<file path="config.mk">
export PLATFORM = sky130hd
export DESIGN_NAME = cabac_ctx_ram_ctrl
export DESIGN_NICKNAME = d
export VERILOG_FILES = /design/src/rtl/cabac_ctx_ram_ctrl_pkg.sv /design/src/rtl/cabac_ctx_ram_ctrl_init_seq.sv /design/src/rtl/cabac_ctx_ram_ctrl.sv
export SDC_FILE = /design/constraint.sdc
export NUM_CORES = 1
export LEC_CHECK = 0
export BUFFER_PORTS_ARGS = -buffer_cell sky130_fd_sc_hd__clkbuf_2
export CAP_MARGIN = 10
export CORE_MARGIN = 4
export CORE_UTILIZATION = 37
export DETAILED_ROUTE_END_ITERATION = 10
export HOLD_SLACK_MARGIN = 0.05
export PLACE_DENSITY = 0.85
export SETUP_SLACK_MARGIN = 0.3
export SYNTH_ARGS = -nofsm -noshare
export SYNTH_HDL_FRONTEND = slang
export SYNTH_SLANG_ARGS = --single-unit
</file>
<file path="constraint.sdc">
create_clock -name clk -period 2.2 [get_ports clk]
set_input_delay 0.11 -clock clk [delete_from_list [all_inputs] [get_ports clk]]
set_output_delay 0.11 -clock clk [all_outputs]
set_load 0.02 [all_outputs]
</file>
<file path="src/rtl/cabac_ctx_ram_ctrl_pkg.sv">
// Shared types and defaults for the CABAC context SRAM controller.
// Optional build macro: CABAC_CTX_RSP_REG_EN (registered read response).
package cabac_ctx_ram_ctrl_pkg;

  localparam int CABAC_CTX_ADDR_W = 6;
  localparam int CABAC_CTX_DATA_W = 16;

  typedef enum logic [1:0] {
    ST_IDLE = 2'd0,
    ST_INIT = 2'd1,
    ST_RUN  = 2'd2
  } ctx_state_e;

endpackage

</file>
<file path="src/rtl/cabac_ctx_ram_ctrl_init_seq.sv">
// Init sweep counter with busy/done flags.
// Any start pulse restarts the sweep from entry 0.
module cabac_ctx_ram_ctrl_init_seq
  import cabac_ctx_ram_ctrl_pkg::*;
#(
  parameter int ADDR_W = CABAC_CTX_ADDR_W,
  parameter int DEPTH  = 1 << ADDR_W
) (
  input  logic              clk,
  input  logic              rst,
  input  logic              start_i,
  output logic [ADDR_W-1:0] addr_o,
  output logic              busy_o,
  output logic              done_o,
  output logic              last_o
);

  localparam logic [ADDR_W-1:0] LAST = ADDR_W'(DEPTH - 1);

  logic [ADDR_W-1:0] cnt_q;
  logic              busy_q;
  logic              done_q;

  assign last_o = busy_q && (cnt_q == LAST);

  always_ff @(posedge clk) begin
    if (rst) begin
      cnt_q  <= '0;
      busy_q <= 1'b0;
      done_q <= 1'b0;
    end else if (start_i) begin
      cnt_q  <= '0;
      busy_q <= 1'b1;
      done_q <= 1'b0;
    end else if (last_o) begin
      // hold at the last entry so the address never leaves range
      busy_q <= 1'b0;
      done_q <= 1'b1;
    end else if (busy_q) begin
      cnt_q <= cnt_q + 1'b1;
    end
  end

  assign addr_o = cnt_q;
  assign busy_o = busy_q;
  assign done_o = done_q;

endmodule

</file>
<file path="src/rtl/cabac_ctx_ram_ctrl.sv">
// CABAC context SRAM client controller: init sweep, request port, read response.
// Optional build macro: CABAC_CTX_RSP_REG_EN adds a response output register.
module cabac_ctx_ram_ctrl
  import cabac_ctx_ram_ctrl_pkg::*;
#(
  parameter int ADDR_W = CABAC_CTX_ADDR_W,
  parameter int DATA_W = CABAC_CTX_DATA_W,
  parameter int DEPTH  = 1 << ADDR_W
) (
  input  logic              clk,
  input  logic              rst,
  input  logic              init_start_i,
  output logic              init_busy_o,
  output logic              init_done_o,
  output logic [ADDR_W-1:0] init_addr_o,
  input  logic [DATA_W-1:0] init_data_i,
  input  logic              req_valid_i,
  output logic              req_ready_o,
  input  logic              req_we_i,
  input  logic [ADDR_W-1:0] req_addr_i,
  input  logic [DATA_W-1:0] req_data_i,
  output logic              rsp_valid_o,
  output logic [DATA_W-1:0] rsp_data_o,
  output logic              ram_cen_o,
  output logic              ram_wen_o,
  output logic [ADDR_W-1:0] ram_addr_o,
  output logic [DATA_W-1:0] ram_data_o,
  input  logic [DATA_W-1:0] ram_data_i
);

  ctx_state_e state_q;
  logic       init_last;
  logic       xfer;
  logic       rd_q;

  cabac_ctx_ram_ctrl_init_seq #(
    .ADDR_W (ADDR_W),
    .DEPTH  (DEPTH)
  ) u_init_seq (
    .clk     (clk),
    .rst     (rst),
    .start_i (init_start_i),
    .addr_o  (init_addr_o),
    .busy_o  (init_busy_o),
    .done_o  (init_done_o),
    .last_o  (init_last)
  );

  always_ff @(posedge clk) begin
    if (rst) begin
      state_q <= ST_IDLE;
    end else begin
      unique case (state_q)
        ST_IDLE: if (init_start_i) state_q <= ST_INIT;
        ST_INIT: if (!init_start_i && init_last) state_q <= ST_RUN;
        ST_RUN:  if (init_start_i) state_q <= ST_INIT;
        default: state_q <= ST_IDLE;
      endcase
    end
  end

  assign req_ready_o = (state_q == ST_RUN);
  assign xfer        = req_valid_i && req_ready_o;

  always_comb begin
    ram_cen_o  = 1'b1;
    ram_wen_o  = 1'b1;
    ram_addr_o = req_addr_i;
    ram_data_o = req_data_i;
    unique case (1'b1)
      rst: ;
      (!rst && state_q == ST_INIT): begin
        ram_cen_o  = 1'b0;
        ram_wen_o  = 1'b0;
        ram_addr_o = init_addr_o;
        ram_data_o = init_data_i;
      end
      (!rst && xfer): begin
        ram_cen_o = 1'b0;
        ram_wen_o = ~req_we_i;
      end
      default: ;
    endcase
  end

`ifdef CABAC_CTX_RSP_REG_EN
  logic              rd2_q;
  logic [DATA_W-1:0] rsp_q;

  always_ff @(posedge clk) begin
    if (rst) begin
      rd_q  <= 1'b0;
      rd2_q <= 1'b0;
      rsp_q <= '0;
    end else begin
      rd_q  <= xfer && !req_we_i;
      rd2_q <= rd_q;
      if (rd_q) rsp_q <= ram_data_i;
    end
  end

  assign rsp_valid_o = rd2_q;
  assign rsp_data_o  = rsp_q;
`else
  always_ff @(posedge clk) begin
    if (rst) rd_q <= 1'b0;
    else     rd_q <= xfer && !req_we_i;
  end

  // gated so the bus reads zero outside a response
  assign rsp_valid_o = rd_q;
  assign rsp_data_o  = rd_q ? ram_data_i : '0;
`endif

endmodule
</file>
==> flow_summary_export.csv, run 1 <==
group,metric,value,unit
worst_setup_path,cp-end-kind,"primary output",
synthesis,synth_top_area_cell,"mux2_4",
pwr,p_int,0.387,mW
drt,final_antenna_net_count,0,
global_route,grt_pass1_vias,1013,
sta,clock_skew,0.00301,ns
worst_setup_path,cp.arrival,1.72,ns
synthesis,synth_edf_count,0,
worst_setup_path,worstSetupPathDepth,4,
cts,cts_setup_buffers,0,
placement,io_buffers,108,
worst_setup_path,critPathLaunchType,"flip-flop",
final_layout,stdcell_area,1560,sq um
global_route,grt_first_pass_wirelength,4510,um
sta,fin_crit,1.83,ns
synthesis,async_reset_ff_frac,0,
synthesis,postSynthCellCount,98,
cts,cts_resized,0,
drt,wirelength,3220,um
floorplanning,rows,18,
worst_setup_path,crit_chain,"nand2b_4, nor2_4, mux2_4, clkbuf_2",
floorplanning,ios,109,
sta,fmax,546,MHz
sta,setup_violations,0,
synthesis,seq_area_frac_synth,0.221,
synthesis,synthFlopType,"dfxtp_1",
synthesis,synth_fp_nets,158,
run_status,status,"completed",
placement,dpl_cell_area,1530,sq um
floorplanning,die_area,3590,sq um
final_layout,nFillCells,258,
pwr,seq_power_share,0.368,
pwr,ir_drop,372,uV
synthesis,synth_top_area_frac,0.301,
global_route,track_usage,0.164,
worst_setup_path,cp_slowest_cell,"dfxtp_1",
drt,drt-wirelength-per-cell,13.6,um
cts,cts_root_buf,"clkbuf_4",
worst_setup_path,worstSetupPathType,"flip-flop to primary output",
sta,rsz0062_at_grt,"true",
floorplanning,initial_utilization,0.396,
synthesis,syn_area,998,sq um
cts,numCtsBuffers,3,
min_path,worstHoldPathCells,2,
pwr,pwr-share-comb,0.387,
synthesis,synth_seq_cells,11,
synthesis,synth_area_leaders,"mux2_4 (30%), dfxtp_1 (22%), and2_1 (11%)",
global_route,antenna_found_initial,0,
cts,holdBufCountCts,0,
pwr,p_clk_frac,0.245,
drt,drt-pass1-iter-count,4,
final_layout,layout_commonest_cell,"clkbuf_2",
cts,clk_pin_slew_worst_paths,0.07,ns
placement,gp_congestion,0.736,
sta,tightest_slew,0.464,ns
final_layout,fin_nets,268,
drt,drc_errors,0,
cts,worstSkewPairLatency,0.27,ns
final_layout,drive_gt1_frac,0.676,
drt,vias_per_cell,4.86,
final_layout,final_cell_mix,"clkbuf_2 (108), mux2_4 (20), and2_1 (17), dfxtp_1 (11), nand2_1 (5)",
cts,max-clock-path-buffers,2,
worst_setup_path,cp_max_fo,11,
pwr,power_switching,0.180,mW
worst_setup_path,path_buf_inv,1,
global_route,gr-total-overflow,0,
final_layout,area_delta_synth_final,56.5,%
cts,htreeDepth,1,
global_route,grt_max_degree,23,
floorplanning,core,2520,sq um
final_layout,antenna_cells,0,
pwr,powerDensity,362,nW/um^2
synthesis,post_synth_num_cell_types,31,
sta,fin_crit_sh,0.832,
sta,drv_slew,0,
synthesis,ys.warnings.count,0,
drt,dr_total_vias,1152,
floorplanning,die_x,59.9,um
synthesis,syn_area_per_cell,10.2,sq um
pwr,p_leak,0.885,nW
floorplanning,die_h,59.9,um
min_path,min_path_type,"input port to flip-flop",
sta,timing.hold.ws,0.0910,ns
cts,cts_tree,"yes",
sta,finalSetupTns,0,ns
worst_setup_path,cp.required,2.09,ns
worst_setup_path,slowest_delay,0.41,ns
job,max-cap-violations,0,
worst_setup_path,r2r_cells,4,
sta,hold_violations,0,
pwr,swShare,0.318,
cts,cts_sinks,11,
drt,drt-initial-drc-count,39,
sta,slew_headroom,0.690,
worst_setup_path,crit_family,"simple AND/OR/NAND/NOR gates",
[registers in the layout, indices dropped and copies added (netlist names)]
| signal | flops |
|---|---|
| u_init_seq.addr_o | 6 |
| state_q | 2 |
| rsp_valid_o | 1 |
| u_init_seq.busy_o | 1 |
| u_init_seq.done_o | 1 |
[logic make-up (layout without fill, tap and decap cells)]
kind of cell	count (synthesis)	after routing	synth area share
flops	11	11	0.221
mux	24	24	0.343
fa+ha+maj	1	1	0.0125
compound gates	14	14	0.0990
simple gates	42	43	0.266
buf+inv	6	114	0.0589
[metrics by stage]
stage | worst slack (ns) | cells | util | total power, mW
after global placement | 0.649 | 232 | 0.605 | 0.427
after detailed placement | 0.635 | 232 | 0.605 | 0.430
after global routing | 0.280 | 237 | 0.620 | 0.599
after CTS | 0.330 | 236 | 0.615 | 0.570
after floorplan | 0.916 | 98 | - | 0.350
final | 0.370 | 237 | 0.620 | 0.566
[cells in the mapped netlist (3+ instances only)]
cell	instances
a21oi_1	3
and2_1	17
dfxtp_1	11
mux2_4	20
nand2_1	5
nor2_1	3
nor3_1	4
o21a_1	3
[metal layers]
metal  track usage  wire [um]  vias up  part of all wire
met5             0          0        -                 0
met1         0.188       1230      529              0.38
met2         0.301       1700       48              0.53
li1              -          -      575                 -
met3        0.0518        284        0             0.088
met4        0.0190          0        0                 0
[path summary, 6_finish.rpt]
check                           slack [ns]                end            startpoint
worst max-delay path                  0.37     ram_data_o[12]            state_q[0]
worst min register to register        0.47  u_init_seq.done_o     u_init_seq.done_o
worst min-delay path                  0.09        rsp_valid_o           req_valid_i
worst max register to register        0.94         state_q[0]  u_init_seq.addr_o[0]
[area by class of cell]
class | instances | area [sq um] | share of cell area
Clock buffer | 4 | 26.3 | 0.0168
Inverter | 2 | 7.51 | 0.00480
Multi-Input combinational cell | 82 | 731 | 0.468
Sequential cell | 11 | 220 | 0.141
Tap cell | 30 | 37.5 | 0.0240
Timing Repair Buffer | 108 | 541 | 0.346
[power by group through the flow]
| stage | clock (mW) | combinational [mW] | sequential, mW |
|---|---|---|---|
| after floorplan | 0 | 0.135 | 0.215 |
| after global placement | 0 | 0.214 | 0.213 |
| after detailed placement | 0 | 0.217 | 0.213 |
| after CTS | 0.144 | 0.218 | 0.208 |
| after global routing | 0.155 | 0.235 | 0.209 |
| final | 0.139 | 0.219 | 0.208 |
(Power assumes the default switching activity.)
==> run 2: changes to the inputs <==
Settings changed: ABC_AREA set to 1, CORE_UTILIZATION 37 to 30, PLACE_DENSITY 0.85 to 0.76.
Clock period 2.2 ns to 1.65 ns, I/O delays scaled along.
==> run 2 against run 1 <==
  * Final cell count up 34%
  * Area after synthesis down 8.6%
  * Clock power up 27%
  * Wire length up 28%
  * Largest power group unchanged
  * Non-clock buffer count up 9
  * Die area up 11%
  * Final area up 24%
  * Sequential power up 33%
  * Via count up 26%
  * Register-to-register slack worse by 0.60 ns
  * Global-route usage up 0.43 points
  * Power up 58%
==> flow_summary_export.csv, run 2 <==
group,metric,value,unit
run_status,status,"completed",
cts,cts_tree,"yes",
floorplanning,ios,109,
pwr,pwr-share-comb,0.492,
floorplanning,rows,19,
synthesis,synth_area_leaders,"nand2_1 (37%), dfxtp_1 (24%), inv_1 (11%)",
worst_setup_path,reg2reg_setup_slack,0.34,ns
placement,hpwlAfterDp,2700,um
drt,drt-initial-drc-count,63,
floorplanning,die_area,3990,sq um
final_layout,stdcell_area,1940,sq um
synthesis,post_synth_num_cell_types,20,
sta,hold_violations,0,
cts,worstSkewPairLatency,0.26,ns
synthesis,postSynthCellCount,171,
drt,drt-wirelength-per-cell,12.9,um
global_route,track_usage,0.168,
global_route,grt_first_pass_wirelength,5660,um
pwr,swShare,0.347,
drt,final_antenna_net_count,0,
cts,max-clock-path-buffers,2,
min_path,worstHoldStart,"init_start_i",
sta,setup_violations,0,
drt,drt-pass1-iter-count,4,
worst_setup_path,worstSetupPathType,"flip-flop to primary output",
synthesis,ys_top_cells_by_count,"nand2_1 (90), inv_1 (27), dfxtp_1 (11), a21oi_1 (10), o21ai_0 (8)",
sta,finalSetupTns,0,ns
min_path,worstHoldPathCells,3,
cts,numCtsBuffers,3,
synthesis,synthFlopType,"dfxtp_1",
synthesis,syn_area,912,sq um
global_route,antenna_found_initial,0,
global_route,grt_max_degree,27,
worst_setup_path,reg2reg_from,"u_init_seq.addr_o[4]",
synthesis,yosysMostFrequentCell,"nand2_1",
worst_setup_path,cp_max_fo,4,
drt,drc_errors,0,
final_layout,drive_gt1_frac,0.564,
sta,rsz0062_at_grt,"true",
worst_setup_path,cp.arrival,1.37,ns
drt,wirelength,4110,um
synthesis,synth_seq_cells,11,
final_layout,fin_nets,348,
worst_setup_path,r2r-end,"u_init_seq.addr_o[4]",
global_route,grt_pass1_vias,1271,
final_layout,largest_reg_flops,6,
sta,fmax,690,MHz
synthesis,async_reset_ff_frac,0,
cts,cts_sinks,11,
synthesis,ys.warnings.count,0,
floorplanning,initial_utilization,0.322,
sta,slew_headroom,0.779,
placement,io_buffers,108,
synthesis,synth_top_area_cell,"nand2_1",
pwr,powerDensity,460,nW/um^2
pwr,power,0.894,mW
min_path,hold_path_end,"state_q[0]",
final_layout,final_cell_mix,"clkbuf_2 (85), nand2_1 (63), inv_1 (26), nand2_2 (24), buf_8 (13)",
floorplanning,die_x,63.1,um
pwr,p_clk_frac,0.198,
placement,gp_congestion,0.795,
final_layout,layout_commonest_cell,"clkbuf_2",
worst_setup_path,cp-end-kind,"primary output",
sta,tightest_slew,0.331,ns
synthesis,seq_area_frac_synth,0.241,
worst_setup_path,r2r_cells,6,
pwr,p_leak,1.18,nW
synthesis,synth_fp_nets,231,
sta,fin_crit,1.45,ns
drt,dr_total_vias,1450,
cts,cts_root_buf,"clkbuf_4",
pwr,ir_drop,400,uV
sta,fin_crit_sh,0.879,
pwr,p_int,0.583,mW
floorplanning,die_h,63.1,um
synthesis,syn_area_per_cell,5.33,sq um
placement,dpl_cell_area,1480,sq um
cts,clk_pin_slew_worst_paths,0.07,ns
drt,vias_per_cell,4.56,
synthesis,synth_edf_count,0,
min_path,min_path_type,"input port to flip-flop",
synthesis,synth_top_area_frac,0.370,
sta,clock_skew,0.000756,ns
worst_setup_path,cp.required,1.57,ns
sta,drv_slew,0,
job,max-cap-violations,0,
worst_setup_path,critPathLaunchType,"flip-flop",
global_route,gr-total-overflow,0,
final_layout,antenna_cells,0,
floorplanning,core,2830,sq um
cts,htreeDepth,1,
pwr,power_switching,0.310,mW
pwr,seq_power_share,0.310,
final_layout,area_delta_synth_final,113,%
## run 2: worst max-delay path by stage
stage                     from              to  slack [ns]  cells after the start
floorplan           state_q[0]       ram_wen_o        0.27                      6
global placement    state_q[0]       ram_wen_o        0.35                      7
detailed placement  state_q[0]       ram_wen_o        0.33                      7
CTS                 state_q[0]   ram_addr_o[5]        0.19                      6
global route        state_q[0]  ram_data_o[14]        0.14                      8
finish              state_q[0]       ram_wen_o        0.20                      7
## run 2: power groups by stage
stage	Sequential (mW)	Clock [mW]	Combinational, mW
global route	0.278	0.198	0.469
finish	0.277	0.177	0.440
floorplan	0.288	0	0.151
global placement	0.285	0	0.283
detailed placement	0.285	0	0.285
CTS	0.278	0.183	0.366
## run 2: logic make-up after synthesis
family	Yosys count	synth area share
AND/OR/NAND/NOR	104	0.461
buffers and inverters	34	0.151
AO/OA/AOI/OAI	20	0.123
XOR/XNOR	1	0.00960
adder cells (fa/ha/maj)	1	0.0137
flip-flops	11	0.241
## run 2: what timing repair did
action | 4_1_cts | 5_1_grt
setup buffers | 3 | 2
gates resized for setup | 44 | 71
endpoints found under the hold margin | 2 | 0
cloned | 0 | 1
hold buffers | 2 | 0
pin swaps | 0 | 18
setup endpoints to repair | 24 | 45
## run 2: critical path, stage by stage (launching register included)
cell and delay [ns]:
dfxtp_2 0.34, inv_2 0.05, nor2_4 0.12, nand2_4 0.09, inv_8 0.09, a31oi_4 0.03, or2_1 0.25, buf_6 0.13
## run 2: metal layers
layer  part of all wire  vias to the layer above  GRT usage
met5                  0                        -          0
met4             0.0078                        0     0.0386
met3              0.087                        6     0.0497
met2               0.54                       68      0.319
met1               0.36                      631      0.180
li1                   -                      745          -
## run 2: metrics by stage
step	hold slack (ns)	worst slack [ns]	util	std cells
floorplan	0.152	0.273	-	171
global placement	0.256	0.349	0.523	306
detailed placement	0.253	0.330	0.523	306
CTS	0.0698	0.192	0.613	315
global route	0.0927	0.140	0.687	318
finish	0.0738	0.200	0.687	318
## run 2: cell type report
class / count / area, sq um
clock buffers: 4 / 26.3
inverters: 29 / 119
multi-input cells: 126 / 688
repair buffers: 117 / 841
flip-flops and latches: 11 / 231
well taps: 31 / 38.8
fillers: 243 / 885
